==> config.mk <==
export PLATFORM = sky130hd
export DESIGN_NAME = sap_cpu_param
export DESIGN_NICKNAME = d
export VERILOG_FILES = /design/src/rtl/sap_cpu_param.sv
export SDC_FILE = /design/constraint.sdc
export NUM_CORES = 1
export LEC_CHECK = 0
export ABC_AREA = 1
export CAP_MARGIN = 0
export CORE_MARGIN = 2
export CORE_UTILIZATION = 61
export DETAILED_ROUTE_END_ITERATION = 16
export PLACE_DENSITY = 0.83
export SYNTH_ARGS = -nofsm -noshare
export SYNTH_HDL_FRONTEND = slang
export SYNTH_SLANG_ARGS = --single-unit
==> constraint.sdc <==
create_clock -name clk -period 3.35 [get_ports clk]
set_clock_uncertainty 0.15 [all_clocks]
set_input_delay 0.5025 -clock clk [delete_from_list [all_inputs] [get_ports clk]]
set_output_delay 0.5025 -clock clk [all_outputs]
set_load 0.02 [all_outputs]
==> src/rtl/sap_cpu_param.sv <==
// sap_cpu_param: parametrised SAP-style accumulator CPU.
//
// One self-contained core with an on-chip program/data RAM, a load port and
// a fixed six-phase one-hot ring sequencer. Every instruction takes exactly
// six cycles: T1..T3 fetch, T4..T6 execute, and unused phases are no-ops.
//
// Ports:
//   clk        rising-edge clock
//   clr        synchronous active-high reset (RAM contents are kept)
//   run        0 = load mode (ring held at T1, PC held at 0), 1 = execute
//   prog_we    RAM write strobe, honoured only in load mode
//   prog_addr  load address
//   prog_data  load data
//   out        output register, written by OUT
//   out_valid  high for the one cycle after an OUT has loaded out
//   halted     set by HLT, cleared by clr or by returning to load mode
//   t_state    one-hot phase, bit0 = T1
//   acc        accumulator, for debug
//
// Instruction word: opcode = word[DATA_W-1 -: OPC_W], operand = word[ADDR_W-1:0].

module sap_cpu_param #(
    parameter int DATA_W = 8,
    parameter int ADDR_W = 4,
    parameter int OPC_W  = 4
) (
    input  logic              clk,
    input  logic              clr,
    input  logic              run,
    input  logic              prog_we,
    input  logic [ADDR_W-1:0] prog_addr,
    input  logic [DATA_W-1:0] prog_data,
    output logic [DATA_W-1:0] out,
    output logic              out_valid,
    output logic              halted,
    output logic [5:0]        t_state,
    output logic [DATA_W-1:0] acc
);

    localparam logic [OPC_W-1:0] OP_LDA = OPC_W'(0);
    localparam logic [OPC_W-1:0] OP_ADD = OPC_W'(1);
    localparam logic [OPC_W-1:0] OP_SUB = OPC_W'(2);
    localparam logic [OPC_W-1:0] OP_STA = OPC_W'(3);
    localparam logic [OPC_W-1:0] OP_LDI = OPC_W'(4);
    localparam logic [OPC_W-1:0] OP_JMP = OPC_W'(5);
    localparam logic [OPC_W-1:0] OP_JZ  = OPC_W'(6);
    localparam logic [OPC_W-1:0] OP_JC  = OPC_W'(7);
    localparam logic [OPC_W-1:0] OP_OUT = OPC_W'(14);
    localparam logic [OPC_W-1:0] OP_HLT = OPC_W'(15);

    // One-hot ring encoding doubles as the t_state output.
    typedef enum logic [5:0] {
        T1 = 6'b000001,
        T2 = 6'b000010,
        T3 = 6'b000100,
        T4 = 6'b001000,
        T5 = 6'b010000,
        T6 = 6'b100000
    } phase_t;

    phase_t phase_q;
    phase_t phase_d;

    logic [ADDR_W-1:0] pc;
    logic [ADDR_W-1:0] mar;
    logic [DATA_W-1:0] ir;
    logic [DATA_W-1:0] a;
    logic [DATA_W-1:0] b;
    logic              z;
    logic              c;

    logic [DATA_W-1:0] ram [2**ADDR_W];
    logic [DATA_W-1:0] ram_rd;
    logic              ram_we;
    logic [ADDR_W-1:0] ram_waddr;
    logic [DATA_W-1:0] ram_wdata;

    logic [OPC_W-1:0]  opc;
    logic [ADDR_W-1:0] operand;
    logic [DATA_W:0]   add_sum;
    logic [DATA_W-1:0] sub_diff;

    // Middle instruction bits are don't-care when DATA_W > OPC_W + ADDR_W.
    logic unused_ir_bits;
    assign unused_ir_bits = ^ir;

    assign opc      = ir[DATA_W-1 -: OPC_W];
    assign operand  = ir[ADDR_W-1:0];
    assign ram_rd   = ram[mar];
    assign add_sum  = {1'b0, a} + {1'b0, b};
    assign sub_diff = a - b;

    assign t_state  = phase_q;
    assign acc      = a;

    // ------------------------------------------------------------------
    // Sequencer: held at T1 in load mode, frozen while halted.
    // ------------------------------------------------------------------
    always_ff @(posedge clk) begin
        // NOTE: clocked state uses non-blocking assignments so every register
        // samples pre-edge values and process order cannot matter.
        if (clr) phase_q <= T1;
        else     phase_q <= phase_d;
    end

    always_comb begin
        // NOTE: the default assignment first guarantees a value on every path,
        // so no latch is inferred.
        phase_d = phase_q;
        if (!run) begin
            phase_d = T1;
        end else if (!halted) begin
            case (phase_q)
                T1:      phase_d = T2;
                T2:      phase_d = T3;
                T3:      phase_d = T4;
                T4:      phase_d = T5;
                T5:      phase_d = T6;
                T6:      phase_d = T1;
                default: phase_d = T1;
            endcase
        end
    end

    // ------------------------------------------------------------------
    // Datapath registers.
    // ------------------------------------------------------------------
    always_ff @(posedge clk) begin
        if (clr) begin
            pc        <= '0;
            mar       <= '0;
            ir        <= '0;
            a         <= '0;
            b         <= '0;
            z         <= 1'b0;
            c         <= 1'b0;
            out       <= '0;
            out_valid <= 1'b0;
            halted    <= 1'b0;
        end else begin
            out_valid <= 1'b0;
            if (!run) begin
                // Load mode aborts any partial instruction; A, B, flags and
                // out simply hold.
                pc     <= '0;
                halted <= 1'b0;
            end else if (!halted) begin
                case (phase_q)
                    T1: mar <= pc;
                    T2: pc  <= pc + ADDR_W'(1);
                    T3: ir  <= ram_rd;
                    T4: begin
                        case (opc)
                            OP_LDA, OP_ADD, OP_SUB, OP_STA: mar <= operand;
                            OP_LDI: begin
                                a <= DATA_W'(operand);
                                z <= (operand == '0);
                            end
                            OP_JMP: pc <= operand;
                            OP_JZ:  if (z) pc <= operand;
                            OP_JC:  if (c) pc <= operand;
                            OP_OUT: begin
                                out       <= a;
                                out_valid <= 1'b1;
                            end
                            OP_HLT: halted <= 1'b1;
                            default: ;
                        endcase
                    end
                    T5: begin
                        case (opc)
                            OP_LDA: begin
                                a <= ram_rd;
                                z <= (ram_rd == '0);
                            end
                            OP_ADD, OP_SUB: b <= ram_rd;
                            default: ;
                        endcase
                    end
                    T6: begin
                        case (opc)
                            OP_ADD: begin
                                {c, a} <= add_sum;
                                z      <= (add_sum[DATA_W-1:0] == '0);
                            end
                            OP_SUB: begin
                                a <= sub_diff;
                                c <= (a >= b);  // unsigned no-borrow
                                z <= (sub_diff == '0);
                            end
                            default: ;
                        endcase
                    end
                    default: ;
                endcase
            end
        end
    end

    // ------------------------------------------------------------------
    // RAM: the load port in load mode, STA at T5 in execute mode. clr blocks
    // the write so a reset landing on STA's T5 leaves memory untouched.
    // ------------------------------------------------------------------
    assign ram_we    = !clr && ((!run && prog_we) ||
                                (run && !halted && phase_q == T5 && opc == OP_STA));
    assign ram_waddr = run ? mar : prog_addr;
    assign ram_wdata = run ? a   : prog_data;

    always_ff @(posedge clk) begin
        // NOTE: the memory array has no reset; program contents must survive clr.
        if (ram_we) ram[ram_waddr] <= ram_wdata;
    end

endmodule

==> results_tabular.tex <==
\begin{tabular}{lr}
\hline
Metric & Value \\
\hline
\multicolumn{2}{l}{\textbf{Floorplanning}} \\
Die H & 123.7 um \\
I/O Pins & 40 \\
Die boundary width & 123.7 um \\
Die Area & 0.01530 mm\^{}2 \\
Initial Utilization & 62.72\% \\
Num rows & 43 \\
Standard cell core area & 0.01393 mm\^{}2 \\
\multicolumn{2}{l}{\textbf{Synthesis}} \\
Post-Synthesis Net Count & 1021 \\
Cell area after synthesis & 0.008740 mm\^{}2 \\
Cell taking the most area after synthesis & sky130\_fd\_sc\_hd\_\_edfxtp\_1 \\
Seq/Total Area, Yosys & 56.35\% \\
Count of different cell masters after synthesis & 43 \\
Avg Synthesized Cell Area & 8.873 um\^{}2 \\
Warnings from Yosys & 0 \\
Number of register bits inferred by synthesis & 182 \\
Syn Inst Count & 985 \\
Dominant cells by area after synthesis & sky130\_fd\_sc\_hd\_\_edfxtp\_1, sky130\_fd\_sc\_hd\_\_dfxtp\_1, sky130\_fd\_sc\_hd\_\_nand2\_1 \\
Share of Yosys cell area claimed by the top area cell type & 43.98\% \\
\multicolumn{2}{l}{\textbf{Global route}} \\
Global-route wire length before repair & 33.71 mm \\
Pin count of the biggest net entering global routing & 74 \\
Vias in the first global route & 6532 \\
Number of antenna violations at the first check in global routing & 0 \\
GRT Overall Usage & 29.65\% \\
GRT overflow & 0 \\
\multicolumn{2}{l}{\textbf{Placement}} \\
RePlAce Congestion & 0.8933 \\
IO Port Bufs & 39 \\
Area post-placement & 0.009412 mm\^{}2 \\
HPWL after DPL & 14.33 mm \\
\multicolumn{2}{l}{\textbf{CTS}} \\
Htree depth & 4 \\
Number of buffers created by CTS & 17 \\
Quantity of hold-fixing buffers added after cts & 0 \\
Maximum clock path buffer count & 2 \\
CTS tree & done \\
Sinks on Clock Net & 182 \\
Post-CTS Resized & 0 \\
Post-CTS repair timing setup buffer count & 0 \\
Clock transition at path regs & 70 ps \\
Cell at the root of the clock tree & sky130\_fd\_sc\_hd\_\_clkbuf\_16 \\
Clock latency reported for the late side of the worst-skew pair & 440 ps \\
\multicolumn{2}{l}{\textbf{Drt}} \\
Drc violations & 0 \\
Drt total wl & 21.45 mm \\
Drt wl/cell & 17.48 um \\
Total met3 wirelength after detailed routing & 1.929 mm \\
M1 WL & 8.946 mm \\
Length of the first detailed-routing pass in iterations & 5 \\
Highest routing layer actually used & met4 \\
Total met2 wirelength after detailed routing & 9.877 mm \\
Via total after detailed routing & 7077 \\
Antenna-violating nets left & 0 \\
Detailed Route Iter0 Violations & 848 \\
Routed via count divided by cell count & 5.768 \\
\multicolumn{2}{l}{\textbf{Cells and area}} \\
Area growth from synthesis to layout & 14.66\% \\
Area used by multi-input combinational logic & 0.003115 mm\^{}2 \\
Register area & 0.004926 mm\^{}2 \\
Share of cells above drive strength 1 & 8.500\% \\
Number of nets in the layout & 1070 \\
Count of fill cells added during filler insertion & 995 \\
Post-route cell area & 0.01002 mm\^{}2 \\
Number of antenna cells inserted & 0 \\
\multicolumn{2}{l}{\textbf{STA}} \\
Period Utilization, post-route & 75.80\% \\
Fmax & 393.8 MHz \\
Slew of the pin with the lowest slew margin & 955.2 ps \\
RSZ-0062 raised after global routing & no \\
Relative max-transition margin & 36.23\% \\
Final Hold Violating Endpoints & 0 \\
Final min period & 2539 ps \\
Final setup violation count & 0 \\
Setup Total Neg Slack & 0 ps \\
Max-slew violation count & 0 \\
\multicolumn{2}{l}{\textbf{Pwr}} \\
Static power due to leakage & 4.225 nW \\
Clock Power Share & 42.1\% \\
Comb pwr share & 8.0\% \\
Worst IR drop on VDD & 0.4406 mV \\
Switching power & 0.001208 W \\
Switching share of total power & 24.77\% \\
Portion of total power attributed to sequential cells & 49.9\% \\
Cell Int Power & 0.003669 W \\
Power per Cell Area & 486.6 mW/mm\^{}2 \\
\multicolumn{2}{l}{\textbf{Run status}} \\
Run status & complete, no violations \\
\multicolumn{2}{l}{\textbf{Worst setup path}} \\
Element type at the critical path start & flop \\
Crit Path Category & reg -> reg \\
Required time at the worst-slack endpoint & 3530 ps \\
Arr. time, crit path & 2720 ps \\
Peak fanout along the critical path & 55 \\
Crit path capture type & flop \\
\multicolumn{2}{l}{\textbf{Job}} \\
Number of max-cap violations & 0 \\
\multicolumn{2}{l}{\textbf{Hold path}} \\
Worst hold-check path type & reg -> reg \\
\hline
\end{tabular}
==> power by group through the flow <==
stage	sequential, W	clock, W	combinational [W]
global route	0.00243	0.00216	0.000420
global placement	0.00248	0	0.000369
finish	0.00243	0.00205	0.000388
CTS	0.00243	0.00207	0.000380
floorplan	0.00248	0	0.000233
detailed placement	0.00248	0	0.000377
==> sequential cells by signal, indices dropped and copies added, names as in the netlist, 4 cells and up, named ones only <==
name,flops
pc,4
mar,4
out,8
ir,8
t_state,6
acc,8
ram,128
b,8
==> layout by cell type, fill, tap and decap left out, drive strengths merged <==
cell	instances
o31ai	1
mux2i	1
xor2	3
nand2	214
and3	1
a21o	1
o221ai	1
ha	18
or2	3
a311oi	1
nand3	86
xnor2	1
nand3b	1
a21oi	45
edfxtp	128
fa	2
clkinv	4
o211ai	15
a211oi	9
inv	146
o21a	2
bufinv	2
nor2	110
nor3	9
o21ai	83
buf	32
dfxtp	54
a31oi	7
clkdlybuf4s50	39
o22ai	3
nand4	8
clkbuf	17
==> worst max-delay path: stages, from the launching register on <==
cell and delay, ps:
sky130_fd_sc_hd__dfxtp_2 320, sky130_fd_sc_hd__inv_2 680, sky130_fd_sc_hd__nor2_1 70, sky130_fd_sc_hd__nor2_1 110, sky130_fd_sc_hd__o21ai_0 120, sky130_fd_sc_hd__o211ai_1 210, sky130_fd_sc_hd__nand3_1 200, sky130_fd_sc_hd__nand2_1 220
sky130_fd_sc_hd__nor2_1 70, sky130_fd_sc_hd__nand2_1 90, sky130_fd_sc_hd__nand3_1 70, sky130_fd_sc_hd__nand2_1 60, sky130_fd_sc_hd__inv_1 30
==> per-stage QoR <==
stage	util, %	setup WS (ps)	cells	hold WS, ps	power [W]
finish	71.91	810.6	1227	347.1	0.004876
global route	71.91	538.4	1227	381.5	0.005012
CTS	71.91	868.2	1227	347.0	0.004887
detailed placement	67.54	461.6	1195	337.2	0.002860
global placement	67.54	497.0	1195	332.1	0.002852
floorplan	-	834.1	985	325.4	0.002714
==> worst paths after layout <==
path | from | endpoint | slack, ps | cells after the start
max | flop | z$_SDFFE_PP0P_ | 810 | 12
min reg2reg | out[6]$_SDFFE_PP0P_ | out[6]$_SDFFE_PP0P_ | 350 | 2
min | out[6]$_SDFFE_PP0P_ | out[6]$_SDFFE_PP0P_ | 350 | 2
max reg2reg | flop | z$_SDFFE_PP0P_ | 810 | 12
==> cells in the mapped netlist, drive strengths merged <==
master / number
nand2: 214
inv: 137
edfxtp: 128
nor2: 110
nand3: 86
o21ai: 83
dfxtp: 54
a21oi: 45
clkbuf: 21
buf: 20
ha: 18
o211ai: 15
a211oi: 9
nor3: 9
nand4: 8
a31oi: 7
o22ai: 3
or2: 3
xor2: 3
fa: 2
o21a: 2
a21o: 1
a311oi: 1
and3: 1
mux2i: 1
nand3b: 1
o221ai: 1
o31ai: 1
xnor2: 1
==> final cells by class <==
type	instances	area share (%)
repair buffers	71	6.293
inverters	137	5.132
clock inverters	15	1.835
flip-flops and latches	182	49.16
well taps	180	2.247
clock buffers	17	4.245
multi-input cells	625	31.09
==> logic make-up (layout without fill, tap and decap cells) <==
group           count (synthesis)  after routing  share of synthesized area (%)
xor+xnor                        4              4                         0.4009
simple gates                  432            432                          21.22
mux                             1              1                         0.1145
compound gates                168            168                          10.88
buf+inv                       178            240                          8.003
flops                         182            182                          56.35
fa+ha+maj                      20             20                          3.035
==> metal layers <==
layer | vias up | GRT usage [%]
met1 | 3263 | 40.42
met5 | - | 0
met4 | 0 | 14.13
met2 | 385 | 45.71
li1 | 3373 | -
met3 | 56 | 6.136
No activity file was read; power rests on OpenSTA's default activity.
